==> src/rtl/regfile_dump_unit_if.sv <==
// Dump channel between the register-dump engine and its consumer (host link,
// UART bridge or checker). The engine is the master: it presents one register
// per beat and holds it until the consumer raises dump_ready.
interface regfile_dump_unit_if #(
  parameter int ADDR_W = 5,
  parameter int DATA_W = 32
);

  logic              dump_valid;
  logic              dump_ready;
  logic [ADDR_W-1:0] dump_idx;
  logic [DATA_W-1:0] dump_data;

  modport master (
    output dump_valid,
    output dump_idx,
    output dump_data,
    input  dump_ready
  );

  modport slave (
    input  dump_valid,
    input  dump_idx,
    input  dump_data,
    output dump_ready
  );

endinterface

==> src/rtl/regfile_dump_unit.sv <==
// Register-dump engine for processor bring-up.
// After a start request the processor is allowed to run for a programmed
// number of cycles. The engine then takes over regfile read port A and walks
// every register index in order. Each value is captured and offered on the
// dump channel, and the engine waits for the consumer before moving on.
module regfile_dump_unit #(
  parameter int NUM_REGS = 32,
  parameter int ADDR_W   = 5,
  parameter int DATA_W   = 32,
  parameter int CYC_W    = 14
) (
  input  logic              clock,
  input  logic              reset,
  input  logic              start,
  input  logic [CYC_W-1:0]  run_cycles,
  output logic              test_mode,
  output logic [ADDR_W-1:0] test_reg,
  input  logic [DATA_W-1:0] reg_data,
  output logic [CYC_W-1:0]  cycle_count,
  output logic              busy,
  output logic              done,
  regfile_dump_unit_if.master dump
);

  typedef enum logic [2:0] {
    S_IDLE,
    S_RUN,
    S_SCAN,
    S_SEND,
    S_DONE
  } state_t;

  localparam logic [ADDR_W-1:0] LAST_IDX = ADDR_W'(NUM_REGS - 1);

  state_t            state_q;
  state_t            state_d;
  logic [ADDR_W-1:0] idx_q;
  logic [CYC_W-1:0]  run_lat_q;
  logic [CYC_W-1:0]  cycle_count_q;
  logic [CYC_W-1:0]  cycle_next;
  logic              dump_valid_q;
  logic [ADDR_W-1:0] dump_idx_q;
  logic [DATA_W-1:0] dump_data_q;
  logic              start_accept;
  logic              handshake;
  logic              last_reg;

  // A start request is only honoured while the engine is not busy, so a
  // stray pulse during a dump cannot corrupt the latched run length.
  assign start_accept = start && ((state_q == S_IDLE) || (state_q == S_DONE));
  assign handshake    = dump_valid_q && dump.dump_ready;
  assign last_reg     = (idx_q == LAST_IDX);
  assign cycle_next   = cycle_count_q + 1'b1;

  // State register; reset aborts any run or dump in progress.
  always_ff @(posedge clock or posedge reset) begin
    if (reset) begin
      state_q <= S_IDLE;
    end else begin
      state_q <= state_d;
    end
  end

  // Next-state decode: run phase ends on the edge that brings the counter
  // up to the latched run length, and each register costs a SCAN plus at
  // least one SEND cycle.
  always_comb begin
    state_d = state_q;
    case (state_q)
      S_IDLE, S_DONE: begin
        if (start) begin
          state_d = (run_cycles != '0) ? S_RUN : S_SCAN;
        end
      end
      S_RUN: begin
        if (cycle_next == run_lat_q) begin
          state_d = S_SCAN;
        end
      end
      S_SCAN: begin
        state_d = S_SEND;
      end
      S_SEND: begin
        if (handshake) begin
          state_d = last_reg ? S_DONE : S_SCAN;
        end
      end
      default: begin
        state_d = S_IDLE;
      end
    endcase
  end

  // Datapath: run counter, register index and the captured dump beat.
  // The index never advances past the last register, and the run counter
  // stops once it reaches the latched run length, so neither can wrap.
  always_ff @(posedge clock or posedge reset) begin
    if (reset) begin
      idx_q         <= '0;
      run_lat_q     <= '0;
      cycle_count_q <= '0;
      dump_valid_q  <= 1'b0;
      dump_idx_q    <= '0;
      dump_data_q   <= '0;
    end else begin
      case (state_q)
        S_IDLE, S_DONE: begin
          if (start_accept) begin
            cycle_count_q <= '0;
            run_lat_q     <= run_cycles;
            idx_q         <= '0;
          end
        end
        S_RUN: begin
          cycle_count_q <= cycle_next;
        end
        S_SCAN: begin
          dump_data_q  <= reg_data;
          dump_idx_q   <= idx_q;
          dump_valid_q <= 1'b1;
        end
        S_SEND: begin
          if (handshake) begin
            dump_valid_q <= 1'b0;
            if (!last_reg) begin
              idx_q <= idx_q + 1'b1;
            end
          end
        end
        default: begin
          dump_valid_q <= 1'b0;
        end
      endcase
    end
  end

  // Port A stays under engine control from the first scan until the next
  // start, so the regfile index is still visible while parked in DONE.
  always_comb begin
    test_mode = (state_q == S_SCAN) || (state_q == S_SEND) || (state_q == S_DONE);
    test_reg  = idx_q;
    busy      = (state_q == S_RUN) || (state_q == S_SCAN) || (state_q == S_SEND);
    done      = (state_q == S_DONE);
  end

  assign cycle_count    = cycle_count_q;
  assign dump.dump_valid = dump_valid_q;
  assign dump.dump_idx   = dump_idx_q;
  assign dump.dump_data  = dump_data_q;

endmodule

==> src/flat_wrapper.sv <==
// flat-port wrapper written by rule: the top's interface ports become plain ports
module regfile_dump_unit_flat 
#(
  parameter int NUM_REGS = 32,
  parameter int ADDR_W   = 5,
  parameter int DATA_W   = 32,
  parameter int CYC_W    = 14
)
  (clock, reset, start, run_cycles, test_mode, test_reg, reg_data, cycle_count, busy, done, dump_dump_valid, dump_dump_idx, dump_dump_data, dump_dump_ready);
  regfile_dump_unit_if #(.ADDR_W(ADDR_W), .DATA_W(DATA_W)) dump_i ();
  input  logic clock;
  input  logic reset;
  input  logic start;
  input  logic [CYC_W-1:0] run_cycles;
  output logic test_mode;
  output logic [ADDR_W-1:0] test_reg;
  input  logic [DATA_W-1:0] reg_data;
  output logic [CYC_W-1:0] cycle_count;
  output logic busy;
  output logic done;
  output wire logic [$bits(dump_i.dump_valid)-1:0] dump_dump_valid;
  output wire logic [$bits(dump_i.dump_idx)-1:0] dump_dump_idx;
  output wire logic [$bits(dump_i.dump_data)-1:0] dump_dump_data;
  input wire logic [$bits(dump_i.dump_ready)-1:0] dump_dump_ready;
  assign dump_dump_valid = dump_i.dump_valid;
  assign dump_dump_idx = dump_i.dump_idx;
  assign dump_dump_data = dump_i.dump_data;
  assign dump_i.dump_ready = dump_dump_ready;
  regfile_dump_unit #(.NUM_REGS(NUM_REGS), .ADDR_W(ADDR_W), .DATA_W(DATA_W), .CYC_W(CYC_W)) u_core (.clock(clock), .reset(reset), .start(start), .run_cycles(run_cycles), .test_mode(test_mode), .test_reg(test_reg), .reg_data(reg_data), .cycle_count(cycle_count), .busy(busy), .done(done), .dump(dump_i));
endmodule
==> config.mk <==
export PLATFORM = sky130hd
export DESIGN_NAME = regfile_dump_unit_flat
export DESIGN_NICKNAME = d
export VERILOG_FILES = /design/src/rtl/regfile_dump_unit_if.sv /design/src/rtl/regfile_dump_unit.sv /design/src/flat_wrapper.sv
export SDC_FILE = /design/constraint.sdc
export NUM_CORES = 1
export LEC_CHECK = 0
export BUFFER_PORTS_ARGS = -buffer_cell sky130_fd_sc_hd__buf_2
export CAP_MARGIN = 20
export CORE_AREA = 2 2 119 63
export CTS_BUF_LIST = sky130_fd_sc_hd__clkbuf_4
export CTS_CLUSTER_DIAMETER = 200
export CTS_CLUSTER_SIZE = 28
export DETAILED_ROUTE_END_ITERATION = 10
export DIE_AREA = 0 0 121 65
export PLACE_DENSITY_LB_ADDON = 0.25
export SYNTH_ARGS = -nofsm -noshare
export SYNTH_HDL_FRONTEND = slang
export SYNTH_SLANG_ARGS = --single-unit
==> constraint.sdc <==
create_clock -name clock -period 2.5 [get_ports clock]
set_input_delay 0.125 -clock clock [delete_from_list [all_inputs] [get_ports clock]]
set_output_delay 0.125 -clock clock [all_outputs]
set_load 0.01 [all_outputs]
==> out/results.ini <==
[power_and_ir_drop]
power_leakage_uw = 0.00233
power.density_nw_per_um2 = 952
ir_drop_uv = 619

[logic_synthesis]
synth_flop_cell = dfrtp_1
syn_avg_cell_area_um2 = 11.5
syn-cell-area_um2 = 3510
ys_seq_area_frac = 0.528
syn_inst = 304
synth.lib_cells_used.distinct = 39
ys_warn_count = 0
synth-edff-count = 0
async_flop_share = 1.00
synth-seq-cells = 74
synth_nets = 357

[flow_run]
cap_violations = 0

[clock_network]
clk_latency_ns = 0.41
cts_tree = built
cts_sinks = 74
htreeDepth = 3
clk_path_buf_depth = 2
numCtsBuffers = 9
clk_pin_slew_ns = 0.11
root_buffer = clkbuf_4

[floorplan]
core_um2 = 6960
fp.dieH_um = 65
initial_core_util = 0.504
core.rowCount = 22
chipWidth_um = 121
num_io_pins = 110
dieArea_um2 = 7870

[detailed_routing]
wl_met3_um = 880
routed-wl-met2_um = 4120
wl_per_cell_um = 16.2
final_antenna_net_count = 0
dr.pass1.iters = 4
detail_route.vias_per_cell = 5.21
vias = 2933
wl_um = 9120
routed.top_layer = met4
drc = 0
drt_iter0_markers = 192
routedLengthMet1_um = 4080

[timing]
finalHoldViolCount = 0
slew_headroom = 0.599
worst_slew_pin_slew_ns = 0.602
finalMaxSlewViolations = 0
timing.fmax_mhz = 469
final-setup-viol-count = 0
fin_ws_ns = 0.370
rsz0062_at_grt = no
final.setup.tns_ns = 0
fin_skew_ns = 0.0154
post-route-min-period_ns = 2.13
period_share = 0.852

[setup_path]
cp.required_ns = 2.82
cp-end-kind = flop
path_cells = ha_1 > nand3_1 > nor3_1 > xnor2_1 > nand2_1 > nand4b_1 > o21a_1
cp.arrival_ns = 2.45
critPathBufInv = 0
path_class = flop to flop
path_max_fanout = 7
start_kind = flop
cp_slowest_stage_delay_ns = 0.51
crit_family = simple AND/OR/NAND/NOR gates
crit_path_top_delay_cell = dfrtp_1

[place]
hpwl_um = 6260
dp_slack_ns = 0.387
globalplace.congestion = 0.898
portBuffers = 109

[final_layout]
nFillCells = 534
drive_gt1_frac = 0.400
fin_nets = 517
largest_reg_flops = 32
area_growth_syn_to_layout_pct = 36.6
insertedDiodeCount = 0

[outcome]
status = complete, no violations

[global_route]
overflow = 0
grt_pass1_vias = 2903
grt_max_degree = 75
grt_pass1_wl_um = 14700
grt_usage = 0.252
antenna_found_initial = 0

[worst_hold_path]
min_path_type = input pin to flop

## synth_stat cells, types with 6 or more instances
cell,number,area [um2]
xnor2_1,16,140
dfrtp_1,74,1850
nand2_1,31,116
nand3_1,6,30.0
o21ai_0,23,115
nor2_1,20,75.1
buf_2,6,30.0
mux2_2,51,574
o31ai_1,7,52.6
inv_1,7,26.3
a21oi_1,7,35.0
clkbuf_1,6,22.5
## final cells by class
cell class	instances	area (um2)	area share
clock buffers	10	75.1	0.0157
clock inverters	4	68.8	0.0144
well taps	96	120	0.0251
inverters	7	26.3	0.00548
flip-flops and latches	74	1850	0.386
multi-input cells	211	1590	0.331
repair buffers	161	1070	0.222
## logic make-up after synthesis
kind of cell    share of synthesized area
simple gates                        0.132
flops                               0.528
mux                                 0.166
compound gates                     0.0881
xor+xnor                           0.0524
buf+inv                            0.0225
fa+ha+maj                          0.0107
## stage by stage
step	std cells	instance area, um2	hold WS, ns	total power [uW]	util
6_report	563	4790	0.0642	4560	0.688
2_1_floorplan	304	3510	0.277	3060	-
4_1_cts	563	4790	0.0182	4580	0.688
5_1_grt	563	4790	0.0112	4900	0.688
3_3_place_gp	502	4180	0.241	3640	0.600
3_5_place_dp	502	4180	0.243	3710	0.600
## path summary, 6_finish.rpt
kind                                           start                   endpoint  slack (ns)  cells past startpoint
min in group asynchronous                      reset  u_core.dump.dump_data[14]        0.33                      4
max in group asynchronous                      reset      u_core.cycle_count[8]        1.86                      4
setup / recovery               u_core.cycle_count[0]          u_core.state_q[0]        0.37                      7
hold reg to reg            u_core.dump.dump_data[29]  u_core.dump.dump_data[29]        0.51                      1
setup reg to reg               u_core.cycle_count[0]          u_core.state_q[0]        0.37                      7
hold / removal                       dump_dump_ready     u_core.dump.dump_valid        0.06                      3
## worst min-delay path: stages
cell     delay (ns)
buf_2          0.09
o22ai_1        0.07
a21o_1         0.17
## where the power goes
group	internal [uW]	total, uW	switching (uW)
clock network	402	791	389
registers	1620	1980	361
logic	928	1790	864
## routing by layer
metal	vias up	track usage
li1	1402	-
met1	1407	0.333
met5	-	0
met3	6	0.120
met4	0	0.0567
met2	118	0.379
## repair_timing
| item | CTS | global route |
|---|---|---|
| setup buffers | 0 | 0 |
| resized for setup | 0 | 0 |
| hold buffers | 47 | 0 |
| hold endpoints to repair | 120 | 0 |
## layout by cell type (no fill, tap or decap), drive strengths merged, types with 2 or more instances in the layout
master,instances
a21o,3
a21oi,7
a221oi,2
a22o,2
and2,3
and3,2
buf,114
bufinv,2
clkbuf,10
clkinv,2
dfrtp,74
dlygate4sd3,47
ha,3
inv,7
mux2,51
nand2,31
nand3,7
nand3b,2
nand4,3
nor2,20
nor3,5
nor4,6
o21ai,24
o22ai,2
o31ai,7
or3,2
xnor2,16
xor2,5
No activity file was read; power rests on OpenSTA's default activity.
